--- config.mk ---
export PLATFORM = sky130hd
export DESIGN_NAME = iob_uart_console
export DESIGN_NICKNAME = d
export VERILOG_FILES = /design/src/rtl/iob_uart_console_pkg.sv /design/src/rtl/iob_native_master.sv /design/src/rtl/iob_uart_console.sv
export SDC_FILE = /design/constraint.sdc
export NUM_CORES = 1
export LEC_CHECK = 0
export BUFFER_PORTS_ARGS = -buffer_cell sky130_fd_sc_hd__buf_2
export CAP_MARGIN = 20
export CORE_UTILIZATION = 52
export DETAILED_ROUTE_END_ITERATION = 8
export GPL_ROUTABILITY_DRIVEN = 1
export PLACE_DENSITY = 0.83
export SLEW_MARGIN = 40
export SYNTH_ARGS = -nofsm -noshare
export SYNTH_HDL_FRONTEND = slang
export SYNTH_SLANG_ARGS = --single-unit
--- constraint.sdc ---
create_clock -name clk -period 3.45 [get_ports clk]
set_input_delay 0.345 -clock clk [delete_from_list [all_inputs] [get_ports clk]]
set_output_delay 0.345 -clock clk [all_outputs]
set_load 0.05 [all_outputs]
--- src/rtl/iob_uart_console_pkg.sv ---
// iob_uart_console_pkg: shared FSM states, strobe codes and arbitration encodings
package iob_uart_console_pkg;
  typedef enum logic [3:0] {
    INIT_DIV, INIT_TXEN, INIT_RXEN, IDLE, GAP, POLL_TX, WR_TX, POLL_RX, RD_RX
  } state_t;
  localparam logic [3:0] RD_STRB = 4'h0;
  localparam logic [3:0] WR_STRB = 4'hF;
  typedef enum logic {LAST_TX, LAST_RX} last_t;
endpackage

--- src/rtl/iob_native_master.sv ---
// iob_native_master: single-request native bus master, holds valid until ready
module iob_native_master #(
  parameter int ADDR_W = 4,
  parameter int DATA_W = 32
) (
  input  logic              clk,
  input  logic              rst,
  input  logic              req,
  input  logic [ADDR_W-1:0] addr,
  input  logic [DATA_W-1:0] wdata,
  input  logic [3:0]        wstrb,
  output logic              done,
  output logic [DATA_W-1:0] rdata,
  output logic              bus_valid,
  output logic [ADDR_W-1:0] bus_addr,
  output logic [DATA_W-1:0] bus_wdata,
  output logic [3:0]        bus_wstrb,
  input  logic [DATA_W-1:0] bus_rdata,
  input  logic              bus_ready
);
  // completion has priority over a new request, so a finished access is never reissued
  always_ff @(posedge clk) begin
    if (rst) begin
      bus_valid <= 1'b0;
      bus_addr  <= '0;
      bus_wdata <= '0;
      bus_wstrb <= '0;
    end else if (bus_valid) begin
      bus_valid <= !bus_ready;
    end else if (req) begin
      bus_valid <= 1'b1;
      bus_addr  <= addr;
      bus_wdata <= wdata;
      bus_wstrb <= wstrb;
    end
  end
  assign done  = bus_valid & bus_ready;
  assign rdata = bus_rdata;
endmodule

--- src/rtl/iob_uart_console.sv ---
// iob_uart_console: inits the tester UART, then round-robins TX writes and RX polls
module iob_uart_console
  import iob_uart_console_pkg::*;
#(
  parameter int ADDR_W       = 4,
  parameter int DATA_W       = 32,
  parameter int DIV_ADDR     = 1,
  parameter int TXEN_ADDR    = 2,
  parameter int RXEN_ADDR    = 3,
  parameter int TXREADY_ADDR = 4,
  parameter int RXREADY_ADDR = 5,
  parameter int TXDATA_ADDR  = 6,
  parameter int RXDATA_ADDR  = 7,
  parameter int DIV_VAL      = 16,
  parameter int POLL_GAP     = 8
) (
  input  logic              clk,
  input  logic              rst,
  output logic              uart_valid,
  output logic [ADDR_W-1:0] uart_addr,
  output logic [DATA_W-1:0] uart_wdata,
  output logic [3:0]        uart_wstrb,
  input  logic [DATA_W-1:0] uart_rdata,
  input  logic              uart_ready,
  input  logic [7:0]        tx_data,
  input  logic              tx_valid,
  output logic              tx_ready,
  output logic [7:0]        rx_data,
  output logic              rx_valid,
  input  logic              rx_ready,
  output logic              init_done
);
  state_t state, state_n;
  last_t last;
  logic tx_full;
  logic [7:0] tx_byte;
  logic [15:0] gap_cnt;
  logic req, done;
  logic [ADDR_W-1:0] addr;
  logic [DATA_W-1:0] wdata, rdata;
  logic [3:0] wstrb;
  logic unused;
  assign unused = ^rdata[DATA_W-1:8];
  assign tx_ready = init_done & !tx_full;
  always_comb begin
    req = 1'b0;
    addr = '0;
    wdata = '0;
    wstrb = RD_STRB;
    state_n = state;
    case (state)
      INIT_DIV: begin
        req = 1'b1;
        addr = ADDR_W'(DIV_ADDR);
        wdata = DATA_W'(DIV_VAL);
        wstrb = WR_STRB;
        state_n = done ? INIT_TXEN : state;
      end
      INIT_TXEN: begin
        req = 1'b1;
        addr = ADDR_W'(TXEN_ADDR);
        wdata = DATA_W'(1);
        wstrb = WR_STRB;
        state_n = done ? INIT_RXEN : state;
      end
      INIT_RXEN: begin
        req = 1'b1;
        addr = ADDR_W'(RXEN_ADDR);
        wdata = DATA_W'(1);
        wstrb = WR_STRB;
        state_n = done ? IDLE : state;
      end
      IDLE: state_n = (tx_full && (last == LAST_RX || rx_valid)) ? POLL_TX : !rx_valid ? POLL_RX : IDLE;
      GAP: state_n = (gap_cnt == 16'(POLL_GAP - 1)) ? IDLE : GAP;
      POLL_TX: begin
        req = 1'b1;
        addr = ADDR_W'(TXREADY_ADDR);
        state_n = !done ? state : rdata[0] ? WR_TX : GAP;
      end
      WR_TX: begin
        req = 1'b1;
        addr = ADDR_W'(TXDATA_ADDR);
        wdata = DATA_W'(tx_byte);
        wstrb = WR_STRB;
        state_n = done ? IDLE : state;
      end
      POLL_RX: begin
        req = 1'b1;
        addr = ADDR_W'(RXREADY_ADDR);
        state_n = !done ? state : rdata[0] ? RD_RX : GAP;
      end
      RD_RX: begin
        req = 1'b1;
        addr = ADDR_W'(RXDATA_ADDR);
        state_n = done ? IDLE : state;
      end
      default: state_n = INIT_DIV;
    endcase
  end
  // last may also flip on a successful poll; the following data access sets the same value
  always_ff @(posedge clk) begin
    if (rst) begin
      state <= INIT_DIV;
      last <= LAST_RX;
      tx_full <= 1'b0;
      tx_byte <= '0;
      rx_data <= '0;
      rx_valid <= 1'b0;
      init_done <= 1'b0;
      gap_cnt <= '0;
    end else begin
      state <= state_n;
      gap_cnt <= (state == GAP) ? gap_cnt + 16'd1 : '0;
      if (state == INIT_RXEN && done) init_done <= 1'b1;
      if (tx_valid && tx_ready) begin
        tx_full <= 1'b1;
        tx_byte <= tx_data;
      end else if (state == WR_TX && done) begin
        tx_full <= 1'b0;
      end
      if (state == RD_RX && done) begin
        rx_data <= rdata[7:0];
        rx_valid <= 1'b1;
      end else if (rx_ready) begin
        rx_valid <= 1'b0;
      end
      if (done && (state == POLL_TX || state == WR_TX)) last <= LAST_TX;
      if (done && (state == POLL_RX || state == RD_RX)) last <= LAST_RX;
    end
  end
  iob_native_master #(.ADDR_W(ADDR_W), .DATA_W(DATA_W)) u_master (
    .clk(clk),
    .rst(rst),
    .req(req),
    .addr(addr),
    .wdata(wdata),
    .wstrb(wstrb),
    .done(done),
    .rdata(rdata),
    .bus_valid(uart_valid),
    .bus_addr(uart_addr),
    .bus_wdata(uart_wdata),
    .bus_wstrb(uart_wstrb),
    .bus_rdata(uart_rdata),
    .bus_ready(uart_ready)
  );
endmodule

---- After elaboration in Yosys (flattened, before gate mapping) ----
Cells that the tools add are included.
operators by class
  mux-type cells .......................... 21
  bitwise logic cells ..................... 4
  add/sub/neg operators ................... 1
  reductions and logical operators ........ 23
  equal/unequal tests ..................... 14
operators with widths
  cell                     number
  $mux W4                  7
  $pmux W4 S7              1
  $pmux W8 S3              1
  $pmux W3 S7              1
  $add A16 B1 Y16 const B  1
  $eq A16 B3 Y1 const B    1
  $eq A4 B3 Y1 const B     4
  $mux W3                  3
  $eq A4 B2 Y1 const B     2
  $ne A2 B2 Y1 const B     4
  $logic_and A1 B1 Y1      7
  $mux W1                  7
  $reduce_or A7 Y1         1
  $reduce_or A2 Y1         3
  $reduce_and A5 Y1        1
  $eq A4 B1 Y1 const B     1
  $eq A4 B4 Y1 const B     1
  $logic_not A4 Y1         1
  $reduce_bool A2 Y1       2
  $reduce_or A4 Y1         1
  $logic_or A1 B1 Y1       3
  $reduce_or A3 Y1         1
  $and A1 B1 Y1            2
  $logic_not A1 Y1         2
  other kinds (4)          5
word-level totals
  word-level logic and storage cells ...... 75
  bits of input ports ..................... 45
  flip-flop bits (word level) ............. 81
  output and inout port bits .............. 52

---- Logic depth before layout (Yosys ltp) ----
  word-level depth ........................ 5
  depth in mapped cells ................... 7
  gate-level depth less buffers ........... 6

---- Cells and area by module ----
A second synthesis with hierarchy kept.
unflattened totals
  cell total of the unflattened synthesis .. 469
  area, all modules ....................... 4,141.5 sq um
modules (own cells, without submodules)
  module             area each (sq um)  cells each  seq. area each (sq um)  instances
  iob_native_master  2,183.3            218         820.8                   1
  iob_uart_console   1,958.1            251         800.8                   1

---- Least setup slack after synthesis ----
Ideal clock, no wire load.
  kind .................................... register to register
  start ................................... reg init_done
  end ..................................... reg tx_byte[0]
  arrival ................................. 1,941 ps
  period minus slack after synthesis ...... 2,073 ps
  slack ................................... 1,377 ps
  stages on the path, launching flop included .. 6
  path buffers ............................ 1
  path through ............................ dfxtp_1 nor2b_1 clkbuf_1 nand2_1 nand2_1 a21oi_1
between the ends
  longest elaborated chain between the ends .. 2
ends and longest elaborated chain
  what                    line                     RTL
  start, declared         iob_uart_console.sv:31   output logic init_done
  start signal, assigned  iob_uart_console.sv:109  init_done <= 1'b0;
  start signal, assigned  iob_uart_console.sv:114  if (state == INIT_RXEN && done) init_done <= 1'b1;
  $and A1 B1 Y1           iob_uart_console.sv:44   assign tx_ready = init_done & !tx_full;
  via tx_ready            iob_uart_console.sv:27   output logic tx_ready,
  $logic_and A1 B1 Y1     iob_uart_console.sv:115  if (tx_valid && tx_ready) begin
  end signal, assigned    iob_uart_console.sv:117  tx_byte <= tx_data;
  end, declared           iob_uart_console.sv:36   logic [7:0] tx_byte;
The timed path passes the listed nets, and every way through them passes these cells.
A chain may end at the register's enable or synchronous reset.

---- Worst setup path in the final report ----
  start ................................... reg state[2]
  end ..................................... reg state[2]
between the ends
  longest elaborated chain between the ends .. 4
  elaborated cells between the ends (all ways) .. 17
  classes of those cells .................. 13 x eq/ne; 1 x mux; 3 x reduce/logical
ends and longest elaborated chain
  what                                  line                     RTL
  start, declared                       iob_uart_console.sv:33   state_t state, state_n;
  start signal, assigned                iob_uart_console.sv:112  state <= state_n;
  $eq A4 B2 Y1 (tied with other cells)  iob_uart_console.sv:51   case (state)
  $reduce_or A3 Y1 (no source line)     n/a
  $ne A2 B1 Y1 (no source line)         n/a
  $reduce_and A5 Y1 (no source line)    n/a
Parallel ways exist; a longest one is shown, timed or not.

==> flow_summary.toml <==
[grt]
met2_usage_pct = 30.2
first_global_vias = 1766
grt_max_degree = 37
grtUsageMet3_pct = 4.31
antenna_found_initial = 0
grt-busiest-layer = "met2"
overflow = 0
gr-usage-all-layers_pct = 19.5
grt_use_met1_pct = 26.8
grt_pass1_wl_um = 7960

[sta]
finalCritPeriodShare_pct = 59.3
setup_viol = 0
hold_violations = 0
worstMarginPinSlew_ns = 0.651
clock.fmax_mhz = 489
rsz0062_at_grt = "no"
relSlewSlack_pct = 56.6
fin_skew_ns = 0.00943
tns_ns = 0
report.final.slew_viol_count = 0
period_needed_ns = 2.04

[layout]
synthToLayoutAreaGrowth_pct = 8.67
drive_gt1_share_pct = 17.8
fillers = 409
final_nets = 388
antennaDiodeCount = 0
finalNonFillerCells = 410

[critical_path]
required_ns = 3.68
cp-end-kind = "flip-flop"
critPathLaunchType = "flip-flop"
critical_path_class = "reg2reg"
crit_path_max_fanout = 17
crit_arrival_ns = 2.28

[cts]
cts_hold_buf = 0
cts_setup_buffers = 0
cts_sinks = 53
clkLatencyLatePin_ns = 0.31
cts-htree-levels = 2
cts_tree = "built"
cts_resized = 0
numCtsBuffers = 5
clock_path_buffers = 2
root_buffer = "clkbuf_8"
clk_pin_slew_worst_paths_ns = 0.10

[pwr]
peakVddDrop_mv = 0.299
switching_share_pct = 32.7
combPwrFrac_pct = 18.7
p_clk_share_pct = 29.0
p_seq_share_pct = 52.3
internal_power_uw = 846
leakage_nw = 1.14
switchingPower_uw = 412
p_per_area_nw_per_um2 = 456

[die]
fp.dieW_um = 71.9
die-height_um = 71.9
design.die.area_um2 = 5170
coreArea_um2 = 4720
io_pins = 97
initial_core_util_pct = 53.8
rows = 25

[logic_synthesis]
synth.distinct_cells = 43
synth_edf_count = 0
synthArstFlopShare_pct = 0
synth_most_common_cell = "dfxtp_1"
synth_seq_cells = 53
synth_sequential_area_ratio_pct = 41.8
synthCells = 309
synthTopCellsByCount = "53 x dfxtp_1, 35 x nor2_1, 30 x nand2_1"
yosysWarnings = 0
syn-cell-area_um2 = 2540
synth_top_area_share_pct = 41.8
synth_area_leaders = "dfxtp_1 42%, buf_4 8.3%, a21oi_1 5.7%"
synth_area_leader_cell = "dfxtp_1"
synthFlopType = "dfxtp_1"
avgSynthCellArea_um2 = 8.22

[placement]
dp_hpwl_um = 3370
place.gp.congestion = 0.905
port_buffers = 47
place_inst = 402

[flow_run]
drv_cap = 0

[route]
vias = 2099
drt-wirelength-per-cell_um = 11.6
final_antenna_net_count = 0
dr.pass1.iters = 4
drt-total-wl_um = 4780
drtIter0Drc = 89
viasPerCell = 5.12
drc = 0

[status]
status = "finished, final reports clean"

[worst_hold_path]
worst_hold_path_type = "in2reg"
## routing by layer
metal  vias up  wire, µm
li1       1073         -
met1       951      2320
met2        68      2190
met3         7       192
met4         0        70
met5         -         0
## metrics by stage
step / util (%) / hold WS (ns) / total power [mW] / worst slack [ns] / instance area (µm²)
after floorplan: - / 0.413 / 0.894 / 1.38 / 2630
after global routing: 58.5 / 0.264 / 1.31 / 1.21 / 2760
after detailed placement: 56.4 / 0.434 / 0.906 / 1.43 / 2670
after global placement: 56.4 / 0.423 / 0.903 / 1.46 / 2670
after CTS: 58.5 / 0.253 / 1.26 / 1.39 / 2760
final: 58.5 / 0.254 / 1.26 / 1.41 / 2760
## flip-flops by register name, summed over array words and instances, names as in the netlist
signal and cells:
last 1, state 4, init_done 1, u_master.bus_valid 1, u_master.bus_wstrb 1, rx_data 8, tx_byte 8, u_master.bus_addr 3
tx_full 1, u_master.bus_wdata 8, gap_cnt 16, rx_valid 1
## worst paths after layout
| path | startpoint | end | cells after the start | slack [ns] |
|---|---|---|---|---|
| worst max-delay path | state[2] | state[2] | 4 | 1.41 |
| worst max register to register | state[2] | state[2] | 4 | 1.41 |
| worst min register to register | gap_cnt[0] | gap_cnt[0] | 1 | 0.45 |
| worst min-delay path | uart_rdata[2] | rx_data[2] | 3 | 0.25 |
## critical path: stages (launching register included)
cell	delay (ns)
dfxtp_1	0.66
nor2b_1	0.38
nand3_1	0.53
nand2b_1	0.32
o211ai_1	0.08
## power by group through the flow
stage          clock network (mW)  registers, mW  logic [mW]
5_1_grt                     0.391          0.663       0.254
3_3_place_gp                    0          0.672       0.232
3_5_place_dp                    0          0.672       0.234
4_1_cts                     0.371          0.658       0.235
6_report                    0.365          0.658       0.235
2_1_floorplan                   0          0.692       0.202
## final cells by class
type                            count  area, µm²  area share [%]
Timing Repair Buffer               47        235            8.52
Clock buffer                        6       82.6            2.99
Tap cell                           67       83.8            3.04
Clock inverter                      2       13.8           0.498
Inverter                            5       18.8           0.680
Multi-Input combinational cell    230       1270            45.9
Sequential cell                    53       1060            38.4
## placed cells by master, fill, tap and decap left out, types with 8 or more instances in the layout
master   count
o21ai_0      9
nor2_1      35
a21oi_1     29
buf_2       47
nand2_1     30
conb_1      25
dfxtp_1     53
xor2_1       8
nand3_1     20
mux2i_1      8
## cell families (layout without fill, tap and decap cells)
kind of cell,Yosys count,in the layout,synth area share (%)
buf+inv,50,60,12.0
flops,53,53,41.8
compound gates,52,52,12.2
mux,8,8,3.15
fa+ha+maj,1,1,0.492
simple gates,131,131,25.8
xor+xnor,13,13,4.48
other cells,1,25,0.148
(Power assumes the default switching activity.)
